`src/rtl/pcie_tl_pkg.sv`:
```
// Shared PCIe transaction-layer definitions: one-hot control states and default widths.
// Imported by the control FSM, the per-port packet counters and the FIFO bank.
package pcie_tl_pkg;

  localparam int STATE_W      = 5;
  localparam int UMBRAL_W_DEF = 3;

  // Bits [3:0] match the encoding the counters already decode; bit 4 is ERROR.
  localparam logic [STATE_W-1:0] ST_RESET  = 5'b00001;
  localparam logic [STATE_W-1:0] ST_INIT   = 5'b00010;
  localparam logic [STATE_W-1:0] ST_IDLE   = 5'b00100;
  localparam logic [STATE_W-1:0] ST_ACTIVE = 5'b01000;
  localparam logic [STATE_W-1:0] ST_ERROR  = 5'b10000;

  typedef enum logic [STATE_W-1:0] {
    TL_RESET  = ST_RESET,
    TL_INIT   = ST_INIT,
    TL_IDLE   = ST_IDLE,
    TL_ACTIVE = ST_ACTIVE,
    TL_ERROR  = ST_ERROR
  } tl_state_e;

endpackage

```
`src/rtl/pcie_tl_fsm_if.sv`:
```
// Control/status bundle between the transaction-layer FSM (slave side) and its
// environment: FIFO flags and threshold candidates in, one-hot state and latched thresholds out.
interface pcie_tl_fsm_if
  import pcie_tl_pkg::*;
#(
  parameter int NUM_FIFOS = 8,
  parameter int UMBRAL_W  = UMBRAL_W_DEF
);
  logic                 init;
  logic [UMBRAL_W-1:0]  umbral_superior_in;
  logic [UMBRAL_W-1:0]  umbral_inferior_in;
  logic [NUM_FIFOS-1:0] fifo_empty;
  logic [NUM_FIFOS-1:0] fifo_error;
  logic [STATE_W-1:0]   state;
  logic [STATE_W-1:0]   next_state;
  logic [UMBRAL_W-1:0]  umbral_superior;
  logic [UMBRAL_W-1:0]  umbral_inferior;
  logic                 idle_out;
  logic                 error_out;
  logic [NUM_FIFOS-1:0] error_fifo;

  modport master (
    output init, umbral_superior_in, umbral_inferior_in, fifo_empty, fifo_error,
    input  state, next_state, umbral_superior, umbral_inferior, idle_out, error_out, error_fifo
  );

  modport slave (
    input  init, umbral_superior_in, umbral_inferior_in, fifo_empty, fifo_error,
    output state, next_state, umbral_superior, umbral_inferior, idle_out, error_out, error_fifo
  );
endinterface

```
`src/rtl/pcie_tl_fsm_idle_timer.sv`:
```
// Saturating counter of consecutive all-empty cycles; expired flags the cycle whose
// sample completes the IDLE_CYCLES-long run, so the FSM can leave ACTIVE on that edge.
module idle_timer #(
  parameter int IDLE_CYCLES = 4
) (
  input  logic clk,
  input  logic reset_L,
  input  logic clear,
  input  logic tick,
  output logic expired
);
  localparam int            CW   = $clog2(IDLE_CYCLES + 1);
  localparam logic [CW-1:0] LAST = CW'(IDLE_CYCLES - 1);
  localparam logic [CW-1:0] MAX  = CW'(IDLE_CYCLES);

  logic [CW-1:0] cnt;

  always_ff @(posedge clk or negedge reset_L) begin
    if (!reset_L)                cnt <= '0;
    else if (clear)              cnt <= '0;
    else if (tick && cnt != MAX) cnt <= cnt + 1'b1;
  end

  assign expired = tick && (cnt >= LAST);

endmodule

```
`src/rtl/pcie_tl_fsm.sv`:
```
// PCIe transaction-layer control FSM: RESET -> INIT -> IDLE/ACTIVE, threshold latching in INIT,
// sticky ERROR on any FIFO error pulse when PCIE_TL_FSM_ERROR_EN is defined.
module pcie_tl_fsm
  import pcie_tl_pkg::*;
#(
  parameter int NUM_FIFOS   = 8,
  parameter int UMBRAL_W    = UMBRAL_W_DEF,
  parameter int IDLE_CYCLES = 4
) (
  input  logic          clk,
  input  logic          reset_L,
  pcie_tl_fsm_if.slave  bus
);

  tl_state_e            state_q, nxt;
  logic [UMBRAL_W-1:0]  sup_q, inf_q;
  logic                 idle_q;
  logic                 all_empty, err_hit;
  logic                 tick, tclr, expired;

  assign all_empty = &bus.fifo_empty;

`ifdef PCIE_TL_FSM_ERROR_EN
  logic                 err_q;
  logic [NUM_FIFOS-1:0] efifo_q;
  assign err_hit = |bus.fifo_error;
`else
  logic unused_fifo_error;
  assign err_hit           = 1'b0;
  assign unused_fifo_error = ^bus.fifo_error;
`endif

  always_comb begin
    nxt = state_q;
    if (!reset_L) nxt = TL_INIT;
    else begin
      case (state_q)
        TL_RESET:  nxt = TL_INIT;
        TL_INIT:   if (!bus.init && inf_q < sup_q) nxt = TL_IDLE;
        TL_IDLE: begin
          if (err_hit)         nxt = TL_ERROR;
          else if (bus.init)   nxt = TL_INIT;
          else if (!all_empty) nxt = TL_ACTIVE;
        end
        TL_ACTIVE: begin
          if (err_hit)       nxt = TL_ERROR;
          else if (bus.init) nxt = TL_INIT;
          else if (expired)  nxt = TL_IDLE;
        end
        TL_ERROR:  nxt = TL_ERROR;
        default:   nxt = TL_RESET;
      endcase
    end
  end

  // Run restarts on any non-empty cycle, outside ACTIVE, and on every state change.
  assign tick = (state_q == TL_ACTIVE) && all_empty;
  assign tclr = !tick || (nxt != state_q);

  idle_timer #(.IDLE_CYCLES(IDLE_CYCLES)) u_idle_timer (
    .clk     (clk),
    .reset_L (reset_L),
    .clear   (tclr),
    .tick    (tick),
    .expired (expired)
  );

  always_ff @(posedge clk or negedge reset_L) begin
    if (!reset_L) begin
      state_q <= TL_RESET;
      sup_q   <= '0;
      inf_q   <= '0;
      idle_q  <= 1'b0;
`ifdef PCIE_TL_FSM_ERROR_EN
      err_q   <= 1'b0;
      efifo_q <= '0;
`endif
    end else begin
      state_q <= nxt;
      idle_q  <= (nxt == TL_IDLE);
      if (state_q == TL_INIT && bus.init) begin
        sup_q <= bus.umbral_superior_in;
        inf_q <= bus.umbral_inferior_in;
      end
`ifdef PCIE_TL_FSM_ERROR_EN
      err_q <= (nxt == TL_ERROR);
      if (nxt == TL_ERROR && state_q != TL_ERROR) efifo_q <= bus.fifo_error;
`endif
    end
  end

  assign bus.umbral_superior = sup_q;
  assign bus.umbral_inferior = inf_q;
  assign bus.idle_out        = idle_q;

`ifdef PCIE_TL_FSM_ERROR_EN
  assign bus.state      = state_q;
  assign bus.next_state = nxt;
  assign bus.error_out  = err_q;
  assign bus.error_fifo = efifo_q;
`else
  assign bus.state      = {1'b0, state_q[STATE_W-2:0]};
  assign bus.next_state = {1'b0, nxt[STATE_W-2:0]};
  assign bus.error_out  = 1'b0;
  assign bus.error_fifo = '0;
`endif

endmodule

```
`src/flat_wrapper.sv`:
```
// flat-port wrapper written by rule: the top's interface ports become plain ports
module pcie_tl_fsm_flat import pcie_tl_pkg::*;
#(
  parameter int NUM_FIFOS   = 8,
  parameter int UMBRAL_W    = UMBRAL_W_DEF,
  parameter int IDLE_CYCLES = 4
)
  (clk, reset_L, bus_init, bus_umbral_superior_in, bus_umbral_inferior_in, bus_fifo_empty, bus_fifo_error, bus_state, bus_next_state, bus_umbral_superior, bus_umbral_inferior, bus_idle_out, bus_error_out, bus_error_fifo);
  pcie_tl_fsm_if #(.NUM_FIFOS(NUM_FIFOS), .UMBRAL_W(UMBRAL_W)) bus_i ();
  input  logic clk;
  input  logic reset_L;
  input wire logic [$bits(bus_i.init)-1:0] bus_init;
  input wire logic [$bits(bus_i.umbral_superior_in)-1:0] bus_umbral_superior_in;
  input wire logic [$bits(bus_i.umbral_inferior_in)-1:0] bus_umbral_inferior_in;
  input wire logic [$bits(bus_i.fifo_empty)-1:0] bus_fifo_empty;
  input wire logic [$bits(bus_i.fifo_error)-1:0] bus_fifo_error;
  output wire logic [$bits(bus_i.state)-1:0] bus_state;
  output wire logic [$bits(bus_i.next_state)-1:0] bus_next_state;
  output wire logic [$bits(bus_i.umbral_superior)-1:0] bus_umbral_superior;
  output wire logic [$bits(bus_i.umbral_inferior)-1:0] bus_umbral_inferior;
  output wire logic [$bits(bus_i.idle_out)-1:0] bus_idle_out;
  output wire logic [$bits(bus_i.error_out)-1:0] bus_error_out;
  output wire logic [$bits(bus_i.error_fifo)-1:0] bus_error_fifo;
  assign bus_i.init = bus_init;
  assign bus_i.umbral_superior_in = bus_umbral_superior_in;
  assign bus_i.umbral_inferior_in = bus_umbral_inferior_in;
  assign bus_i.fifo_empty = bus_fifo_empty;
  assign bus_i.fifo_error = bus_fifo_error;
  assign bus_state = bus_i.state;
  assign bus_next_state = bus_i.next_state;
  assign bus_umbral_superior = bus_i.umbral_superior;
  assign bus_umbral_inferior = bus_i.umbral_inferior;
  assign bus_idle_out = bus_i.idle_out;
  assign bus_error_out = bus_i.error_out;
  assign bus_error_fifo = bus_i.error_fifo;
  pcie_tl_fsm #(.NUM_FIFOS(NUM_FIFOS), .UMBRAL_W(UMBRAL_W), .IDLE_CYCLES(IDLE_CYCLES)) u_core (.clk(clk), .reset_L(reset_L), .bus(bus_i));
endmodule
```
`config.mk`:
```
export PLATFORM = sky130hd
export DESIGN_NAME = pcie_tl_fsm_flat
export DESIGN_NICKNAME = d
export VERILOG_FILES = /design/src/rtl/pcie_tl_pkg.sv /design/src/rtl/pcie_tl_fsm_if.sv /design/src/rtl/pcie_tl_fsm_idle_timer.sv /design/src/rtl/pcie_tl_fsm.sv /design/src/flat_wrapper.sv
export SDC_FILE = /design/constraint.sdc
export NUM_CORES = 1
export LEC_CHECK = 0
export BUFFER_PORTS_ARGS = -buffer_cell sky130_fd_sc_hd__buf_2
export CORE_ASPECT_RATIO = 2
export CORE_UTILIZATION = 25
export DETAILED_ROUTE_END_ITERATION = 16
export HOLD_SLACK_MARGIN = 0.06
export PLACE_DENSITY = 0.62
export SETUP_SLACK_MARGIN = 0.4
export SYNTH_ARGS = -nofsm -noshare
export SYNTH_HDL_FRONTEND = slang
export SYNTH_SLANG_ARGS = --single-unit
```
`constraint.sdc`:
```
create_clock -name clk -period 1.75 [get_ports clk]
set_input_delay 0.175 -clock clk [delete_from_list [all_inputs] [get_ports clk]]
set_output_delay 0.175 -clock clk [all_outputs]
set_load 0.05 [all_outputs]
```
**Word level (Yosys, flattened, before mapping)**

Index checks and enable logic that the tools add are counted.

- Flip-flop bits (word level): 15
- Bits in latches: 0
- Memory bits (writable): 0
- Bits in read-only memories: 0
- Output and inout bits: 26
- Memories kept: 0

- $add $sub $neg: 1
- Multipliers: 0
- Div/mod/pow operators: 0
- Order comparisons: 2
- Equal/unequal tests: 8
- Shifts and indexed selects: 0
- Multiplexer cells: 9
- Bitwise operators: 0
- Reductions and logical operators: 10

Operators with widths:

| cell | number |
|---|---|
| two-way mux 5 bit | 6 |
| case mux 5 bit (5 select lines) | 1 |
| equality test 5 x 3 -> 1 bit, second input constant | 2 |
| AND reduction 8 bit | 1 |
| two-way mux 3 bit | 2 |
| equality test 5 x 1 -> 1 bit, second input constant | 1 |
| equality test 5 x 2 -> 1 bit, second input constant | 1 |
| equality test 5 x 4 -> 1 bit, second input constant | 1 |
| equality test 5 bit, second input constant | 1 |
| logical AND 1 bit | 5 |
| != test 5 bit | 1 |
| adder 3 x 1 -> 3 bit, second input constant | 1 |
| greater-or-equal comparator 3 x 2 -> 1 bit, second input constant | 1 |
| < comparator 3 bit | 1 |
| != test 3 bit, second input constant | 1 |
| logical NOT 1 bit | 2 |
| nonzero test 2 bit | 1 |
| logical OR 1 bit | 1 |

**Longest topological paths before layout**

Gate-level depths: netlist (run 1).

- Word-level depth: 10
- Depth in mapped cells: 7
- Depth with buffers taken out: 6

**Modules after synthesis**

Synthesis (run 1) repeated with hierarchy kept, for this count alone.

- Cells, all modules: 114
- Area, all modules: 1073.5 µm²

By module, submodules not included:

| module | times used | cells each | area an instance (µm²) |
|---|---|---|---|
| pcie_tl_fsm | 1 | 94 | 879.6 |
| idle_timer | 1 | 20 | 193.9 |

**Worst setup path before layout (run 1)**

No wires, ideal clock.

- Path type: reg2out
- Start: register u_core.sup_q[1] (netlist: u_core.bus.umbral_superior[1])
- End: output bus_next_state[2]
- Arrival time: 1.931 ns
- Required time: 1.575 ns
- Setup slack: -0.356 ns
- Stages on the path, launching flop included: 7
- Cell sequence: dfrtp_1 inv_1 ha_1 a2111oi_0 o21ai_0 a21oi_1 buf_4

- Cells in the longest elaborated chain, start to end: 5

RTL lines:

| what | RTL line | text |
|---|---|---|
| start, declared | pcie_tl_fsm.sv:16 | `logic [UMBRAL_W-1:0] sup_q, inf_q;` |
| start signal, assigned | pcie_tl_fsm.sv:82 | `sup_q <= bus.umbral_superior_in;` |
| < comparator 3 bit | pcie_tl_fsm.sv:39 | `TL_INIT: if (!bus.init && inf_q < sup_q) nxt = TL_IDLE;` |
| logical AND 1 bit | pcie_tl_fsm.sv:39 |  |
| two-way mux 5 bit | pcie_tl_fsm.sv:39 |  |
| case mux 5 bit (5 select lines) | pcie_tl_fsm.sv:37 | `case (state_q)` |
| two-way mux 5 bit | pcie_tl_fsm.sv:35 | `if (!reset_L) nxt = TL_INIT;` |
| end, declared | flat_wrapper.sv:18 | `output wire logic [$bits(bus_i.next_state)-1:0] bus_next_state;` |

No other way between the ends.

**Final worst setup path (run 1)**

- Start: register u_core.state_q[1]
- End: output bus_next_state[2]

- Cells in the longest elaborated chain, start to end: 7
- Elaborated cells on any way between the ends: 11

RTL lines:

| what | RTL line | text |
|---|---|---|
| start, declared | pcie_tl_fsm.sv:15 | `tl_state_e state_q, nxt;` |
| start signal, assigned | pcie_tl_fsm.sv:79 | `state_q <= nxt;` |
| equality test 5 x 4 -> 1 bit | pcie_tl_fsm.sv:37, pcie_tl_fsm.sv:57 |  |
| logical AND 1 bit | pcie_tl_fsm.sv:57 | `assign tick = (state_q == TL_ACTIVE) && all_empty;` |
| logical AND 1 bit | pcie_tl_fsm_idle_timer.sv:24 | `assign expired = tick && (cnt >= LAST);` |
| two-way mux 5 bit | pcie_tl_fsm.sv:48 | `else if (expired) nxt = TL_IDLE;` |
| two-way mux 5 bit | pcie_tl_fsm.sv:47 | `else if (bus.init) nxt = TL_INIT;` |
| case mux 5 bit (5 select lines) * | pcie_tl_fsm.sv:37 |  |
| two-way mux 5 bit * | pcie_tl_fsm.sv:35 |  |

Every way passes the cells marked *; elsewhere a longest branch is shown, timed or not.

==> impl_metrics.json, run 1 <==
{
  "portBuffers": 31,
  "gp_congestion": 0.779,
  "critical_path_class": "reg -> out",
  "dieArea_um2": 4250,
  "p_per_area_nw_per_um2": 1730,
  "grt_pass1_vias": 968,
  "io_pins": 51,
  "setup_violations": 8,
  "grt_antenna_before_repair": 0,
  "r2r_start": "u_core.u_idle_timer.cnt[1]",
  "core-area_um2": 3840,
  "finalCriticalPeriod_ns": 1.97,
  "cp.required_ns": 1.57,
  "fp.dieH_um": 91.2,
  "ys.flop_type": "dfrtp_1",
  "total_power_uw": 2840,
  "synth.most_common_cell": "buf_4",
  "cts_made_buffers": 3,
  "crit_start": "u_core.state_q[1]",
  "start_util": 0.258,
  "seqPwrFrac": 0.199,
  "critPathMaxFanout": 4,
  "ir_drop_uv": 667,
  "reg2reg_to": "u_core.u_idle_timer.cnt[2]",
  "fin_cells": 205,
  "seq_area_frac_synth": 0.379,
  "wire_per_inst_um": 12.5,
  "synth.top_cell.area_share": 0.353,
  "setup_slack_ns": -0.216,
  "p_leak_uw": 0.000729,
  "cts_buffer_depth": 2,
  "drc_errors": 0,
  "clock_power_share": 0.099,
  "synth_edf_count": 0,
  "diodes": 0,
  "die_w_um": 46.6,
  "grt_pass1_wl_um": 3930,
  "grt_start_max_net_pins": 13,
  "setup.worst_path.start_class": "register",
  "nNetsFinal": 185,
  "area_growth_pct": 65.4,
  "syn_area_um2": 993,
  "hold_viol_final": 0,
  "grt.overflow.total": 0,
  "vias": 909,
  "firstDrtPassIters": 2,
  "critical_path_arrival_ns": 1.79,
  "status": "finished with violations",
  "yosysTopAreaCell": "dfrtp_1",
  "synthArstFlopShare": 1.00,
  "drv_cap": 0,
  "track_usage": 0.126,
  "vias_per_cell": 4.43,
  "clkLatencyLatePin_ns": 0.25,
  "yosys_register_bits": 15,
  "syn_avg_cell_area_um2": 10.0,
  "power.switching_uw": 1370,
  "place_hpwl_um": 1890,
  "internal-power_uw": 1470,
  "routed_wl_um": 2560,
  "placedCellCount": 188,
  "ff2ff_path_depth": 6,
  "layout-drive-gt1-share": 0.688,
  "end_kind": "output pin",
  "synthTopCellsByArea": "dfrtp_1 (35%), buf_4 (14%), mux2_2 (6.8%), ha_1 (6.3%), a21oi_1 (3.0%)",
  "clock-sinks": 15,
  "finClkSkew_ns": 0.00225,
  "clkTransAtPathRegs_ns": 0.06,
  "synth.top_cells.by_count": "buf_4 (19), dfrtp_1 (14), a21oi_1 (6), mux2_2 (6)",
  "crit_end": "bus_next_state[2]",
  "cts_tree": "built",
  "h-tree-depth": 1,
  "p_sw_frac": 0.481,
  "placement_rows": 32,
  "place_ws_ns": -0.137,
  "comb_power_share": 0.702,
  "max_freq_mhz": 509,
  "violations": "setup timing",
  "dr.first_iter.drc_count": 5,
  "ys_types": 34,
  "hold_class": "in -> reg",
  "root_buffer": "clkbuf_8",
  "yosys_warnings": 0,
  "drv_slew": 0,
  "syn_inst": 99,
  "r2r_setup_slack_ns": -0.02,
  "fin_crit_sh": 1.12,
  "grt_setup_unrepaired": "yes",
  "ant_nets": 0
}
-- critical path, stage by stage (launching register included) --
cell and delay [ns]:
dfrtp_2 0.41, buf_6 0.13, buf_6 0.11, xor2_1 0.15
o211a_1 0.29, o21ai_4 0.22, a21oi_2 0.07, buf_6 0.16
-- worst min path at each step --
stage	startpoint	to	slack, ns	cells after the start
2_1_floorplan	reset_L	u_core.bus.idle_out	-0.12	0
3_3_place_gp	reset_L	u_core.state_q[1]	0.02	1
3_5_place_dp	reset_L	u_core.state_q[1]	0.02	1
4_1_cts	bus_umbral_superior_in[2]	u_core.bus.umbral_superior[2]	0.15	2
5_1_grt	bus_umbral_superior_in[2]	u_core.bus.umbral_superior[2]	0.15	2
6_report	bus_umbral_superior_in[2]	u_core.bus.umbral_superior[2]	0.16	2
-- state kept, by name (all words and copies together) (netlist names) --
register	cells
u_core.bus.idle_out	1
u_core.bus.umbral_inferior	3
u_core.bus.umbral_superior	3
u_core.state_q	5
u_core.u_idle_timer.cnt	3
-- through the flow --
stage | instance area (um^2) | TNS (ns) | utilization | hold slack (ns)
5_1_grt | 1640 | -1.38 | 0.427 | 0.151
6_report | 1640 | -0.887 | 0.427 | 0.158
3_5_place_dp | 1330 | -0.261 | 0.345 | 0.0223
3_3_place_gp | 1330 | -0.101 | 0.345 | 0.0155
4_1_cts | 1600 | -0.904 | 0.416 | 0.153
2_1_floorplan | 1140 | -0.0942 | - | -0.121
-- area by class of cell --
type / instances / area [um^2]
fillers: 404 / 2200
multi-input cells: 70 / 698
repair buffers: 60 / 429
flip-flops and latches: 15 / 387
well taps: 51 / 63.8
clock buffers: 3 / 41.3
inverters: 5 / 18.8
clock inverters: 1 / 5.00
-- per-layer routing --
metal  GRT usage  part of all wire
met5           0                 0
met4      0.0588             0.016
met3     0.00795             0.040
met2       0.252              0.59
met1       0.108              0.35
-- layout by cell type, fill, tap and decap left out, types with 2 or more instances in the layout --
master and count:
a2111oi_4 2, a21oi_1 3, a21oi_2 5, buf_2 26, buf_4 22, buf_6 11, clkbuf_8 3, conb_1 11
dfrtp_1 6, dfrtp_2 8, ha_1 2, ha_4 2, inv_1 4, mux2_4 6, nand2_1 3, nand2b_1 3
nand3b_1 2, nand4_1 2, nor2_1 2, nor3_2 2, o21ai_1 2, o21ai_2 2, or4_4 2
-- power by group through the flow --
stage | Combinational, uW | Clock, uW | Sequential, uW
after detailed placement | 1570 | 0 | 562
after floorplan | 954 | 0 | 904
final | 1990 | 282 | 565
after global routing | 2110 | 302 | 582
after global placement | 1550 | 0 | 556
after CTS | 1970 | 292 | 563
-- what timing repair did --
item | 4_1_cts | 5_1_grt
resized for setup | 32 | 10
hold endpoints to repair | 15 | 0
setup buffers | 11 | 1
hold buffers | 1 | 0
setup endpoints to repair | 19 | 18
pin swaps | 7 | 6
-- cell families after synthesis --
| group | Yosys count | share of synthesized area |
|---|---|---|
| and+or+nand+nor | 28 | 0.178 |
| buffers and inverters | 24 | 0.162 |
| AOI/OAI and AO/OA | 18 | 0.128 |
| DFF | 15 | 0.379 |
| muxes | 6 | 0.0680 |
| adders and majority gates | 5 | 0.0630 |
| xor gates and xnor gates | 2 | 0.0176 |
| other | 1 | 0.00377 |
Power figures use the tool's default switching activity.
==> inputs of run 2 (changes only) <==
--- a/config.mk
+++ b/config.mk
@@ -10,7 +10,7 @@
 export CORE_UTILIZATION = 25
 export DETAILED_ROUTE_END_ITERATION = 16
 export HOLD_SLACK_MARGIN = 0.06
-export PLACE_DENSITY = 0.62
+export PLACE_DENSITY = 0.6
 export SETUP_SLACK_MARGIN = 0.4
 export SYNTH_ARGS = -nofsm -noshare
 export SYNTH_HDL_FRONTEND = slang
==> constraint.sdc (replaced) <==
create_clock -name clk -period 2.2 [get_ports clk]
set_input_delay 0.22 -clock clk [delete_from_list [all_inputs] [get_ports clk]]
set_output_delay 0.22 -clock clk [all_outputs]
set_load 0.05 [all_outputs]
==> run 2 against run 1 <==
  * Largest power group unchanged
  * Cell area decreased by 4.0%
  * Count of clock-buffer cells in the layout is 1 higher
  * Via count grew 2.3%
  * Critical path type unchanged
  * Final cell count down 0.49%
  * The run now ends clean
  * Total power shrank 20%
  * Non-clock buffer count decreased by 1
  * Worst hold slack improved by 0.034 ns
  * Highest routed layer unchanged
  * Critical path depth down 2
  * First-iteration DRC count rose to 3.6 times the previous value
==> impl_metrics.json, run 2 (same netlist as run 1, synthesis figures left out) <==
{
  "status": "finished, final reports clean",
  "dieArea_um2": 4250,
  "final_common_cell": "buf_2",
  "finClkSkew_ns": 0.00233,
  "fp.dieH_um": 91.2,
  "fillCellCount": 393,
  "grt.overflow.total": 0,
  "hold_viol_final": 0,
  "ant_nets": 0,
  "grt_antenna_before_repair": 0,
  "critical_path_arrival_ns": 1.84,
  "dr.first_iter.drc_count": 18,
  "seqPwrFrac": 0.205,
  "hold_end": "u_core.bus.umbral_superior[0]",
  "largest_reg_flops": 5,
  "grt_pass1_wl_um": 4160,
  "whs_path_depth": 2,
  "core-area_um2": 3840,
  "clkTransAtPathRegs_ns": 0.06,
  "layout_common_cells": "buf_2 (27), buf_4 (25), conb_1 (11)",
  "drc_errors": 0,
  "largest-register": "u_core.state_q",
  "comb_power_share": 0.693,
  "r2r_setup_slack_ns": 0.26,
  "clock-sinks": 15,
  "diodes": 0,
  "clock_power_share": 0.102,
  "p_per_area_nw_per_um2": 1430,
  "wire_per_inst_um": 13.5,
  "layout-drive-gt1-share": 0.660,
  "gp_congestion": 0.720,
  "tns_ns": 0,
  "cts_made_buffers": 3,
  "nNetsFinal": 184,
  "hold_slack_ns": 0.193,
  "grt_pass1_vias": 896,
  "end_kind": "output pin",
  "clkLatencyLatePin_ns": 0.25,
  "critPathMaxFanout": 4,
  "place_hpwl_um": 1710,
  "power.switching_uw": 1090,
  "cts_buffer_depth": 2,
  "cts_tree": "built",
  "internal-power_uw": 1170,
  "p_sw_frac": 0.482,
  "grt_start_max_net_pins": 17,
  "vias": 930,
  "critical_path_class": "reg -> out",
  "cp.required_ns": 1.98,
  "drv_cap": 0,
  "grt_setup_unrepaired": "yes",
  "setup_violations": 0,
  "p_leak_uw": 0.000696,
  "portBuffers": 31,
  "setup.worst_path.start_class": "register",
  "ir_drop_uv": 516,
  "reg2reg_to": "u_core.u_idle_timer.cnt[1]",
  "area_growth_pct": 58.8,
  "drv_slew": 0,
  "max_freq_mhz": 485,
  "r2r_start": "u_core.u_idle_timer.cnt[1]",
  "fin_crit_sh": 0.937,
  "fin_cells": 204,
  "ff2ff_path_depth": 7,
  "dpl_cell_area_um2": 1170,
  "placement_rows": 32,
  "firstDrtPassIters": 3,
  "placedCellCount": 175,
  "vias_per_cell": 4.56,
  "track_usage": 0.140,
  "io_pins": 51,
  "hold_class": "in -> reg",
  "final_area_um2": 1580,
  "die_w_um": 46.6,
  "routed_wl_um": 2760,
  "start_util": 0.258,
  "root_buffer": "clkbuf_8",
  "h-tree-depth": 1,
  "min_from": "bus_umbral_superior_in[0]",
  "finalCriticalPeriod_ns": 2.06
}
run 2: cell count changes in the layout (fill, tap and decap cells not counted), moves of 2 or more:
cell	change
buf_4	+3
buf_6	-5
nor3_2	-2
mux2_2	+6
mux2_4	-6
run 2: timing repair:
action                                  in CTS  in global routing
gates resized for setup                     26                 13
hold buffers                                 1                  0
hold endpoints to repair                    14                  0
endpoints found under the setup margin       7                  7
buffers inserted                            18                  6
pin swaps                                   10                  9
run 2: power by group through the flow:
stage                     sequential [uW]  combinational (uW)  clock, uW
final                                 463                1570        231
after global routing                  478                1650        259
after CTS                             465                1330        231
after detailed placement              491                1070          0
after global placement                478                1060          0
after floorplan                       697                 700          0
run 2: worst max-delay path, cell delays in order (launching register included):
cell,delay (ns)
dfrtp_2,0.43
nand2b_1,0.22
a2111oi_4,0.42
o21ai_2,0.15
a21oi_2,0.19
buf_6,0.18
run 2: stage by stage:
stage	util	worst slack, ns	total power [uW]
after CTS	0.383	0.169	2020
after detailed placement	0.305	0.152	1560
after floorplan	-	0.329	1400
final	0.410	0.139	2260
after global placement	0.305	0.161	1530
after global routing	0.410	0.0771	2390
run 2: worst max-delay path by stage:
| stage | endpoint | cells past startpoint | from | slack, ns |
|---|---|---|---|---|
| global placement | bus_next_state[3] | 5 | u_core.state_q[2] | 0.16 |
| global route | bus_next_state[3] | 5 | u_core.state_q[3] | 0.08 |
| detailed placement | bus_next_state[3] | 5 | u_core.state_q[2] | 0.15 |
| finish | bus_next_state[3] | 5 | u_core.state_q[3] | 0.14 |
| CTS | bus_next_state[3] | 5 | u_core.state_q[2] | 0.17 |
| floorplan | bus_next_state[2] | 6 | u_core.bus.umbral_superior[1] | 0.33 |
run 2: layout make-up:
cell class              count  area, um^2  share of cell area
repair buffers             59         400               0.254
well taps                  51        63.8              0.0404
inverters                   5        18.8              0.0119
flip-flops and latches     15         387               0.245
multi-input cells          70         663               0.420
clock buffers               4        45.0              0.0285
run 2: metal layers:
metal | GRT usage | share of wire
met1 | 0.134 | 0.34
met2 | 0.238 | 0.56
met3 | 0.0258 | 0.053
met4 | 0.103 | 0.048
met5 | 0 | 0
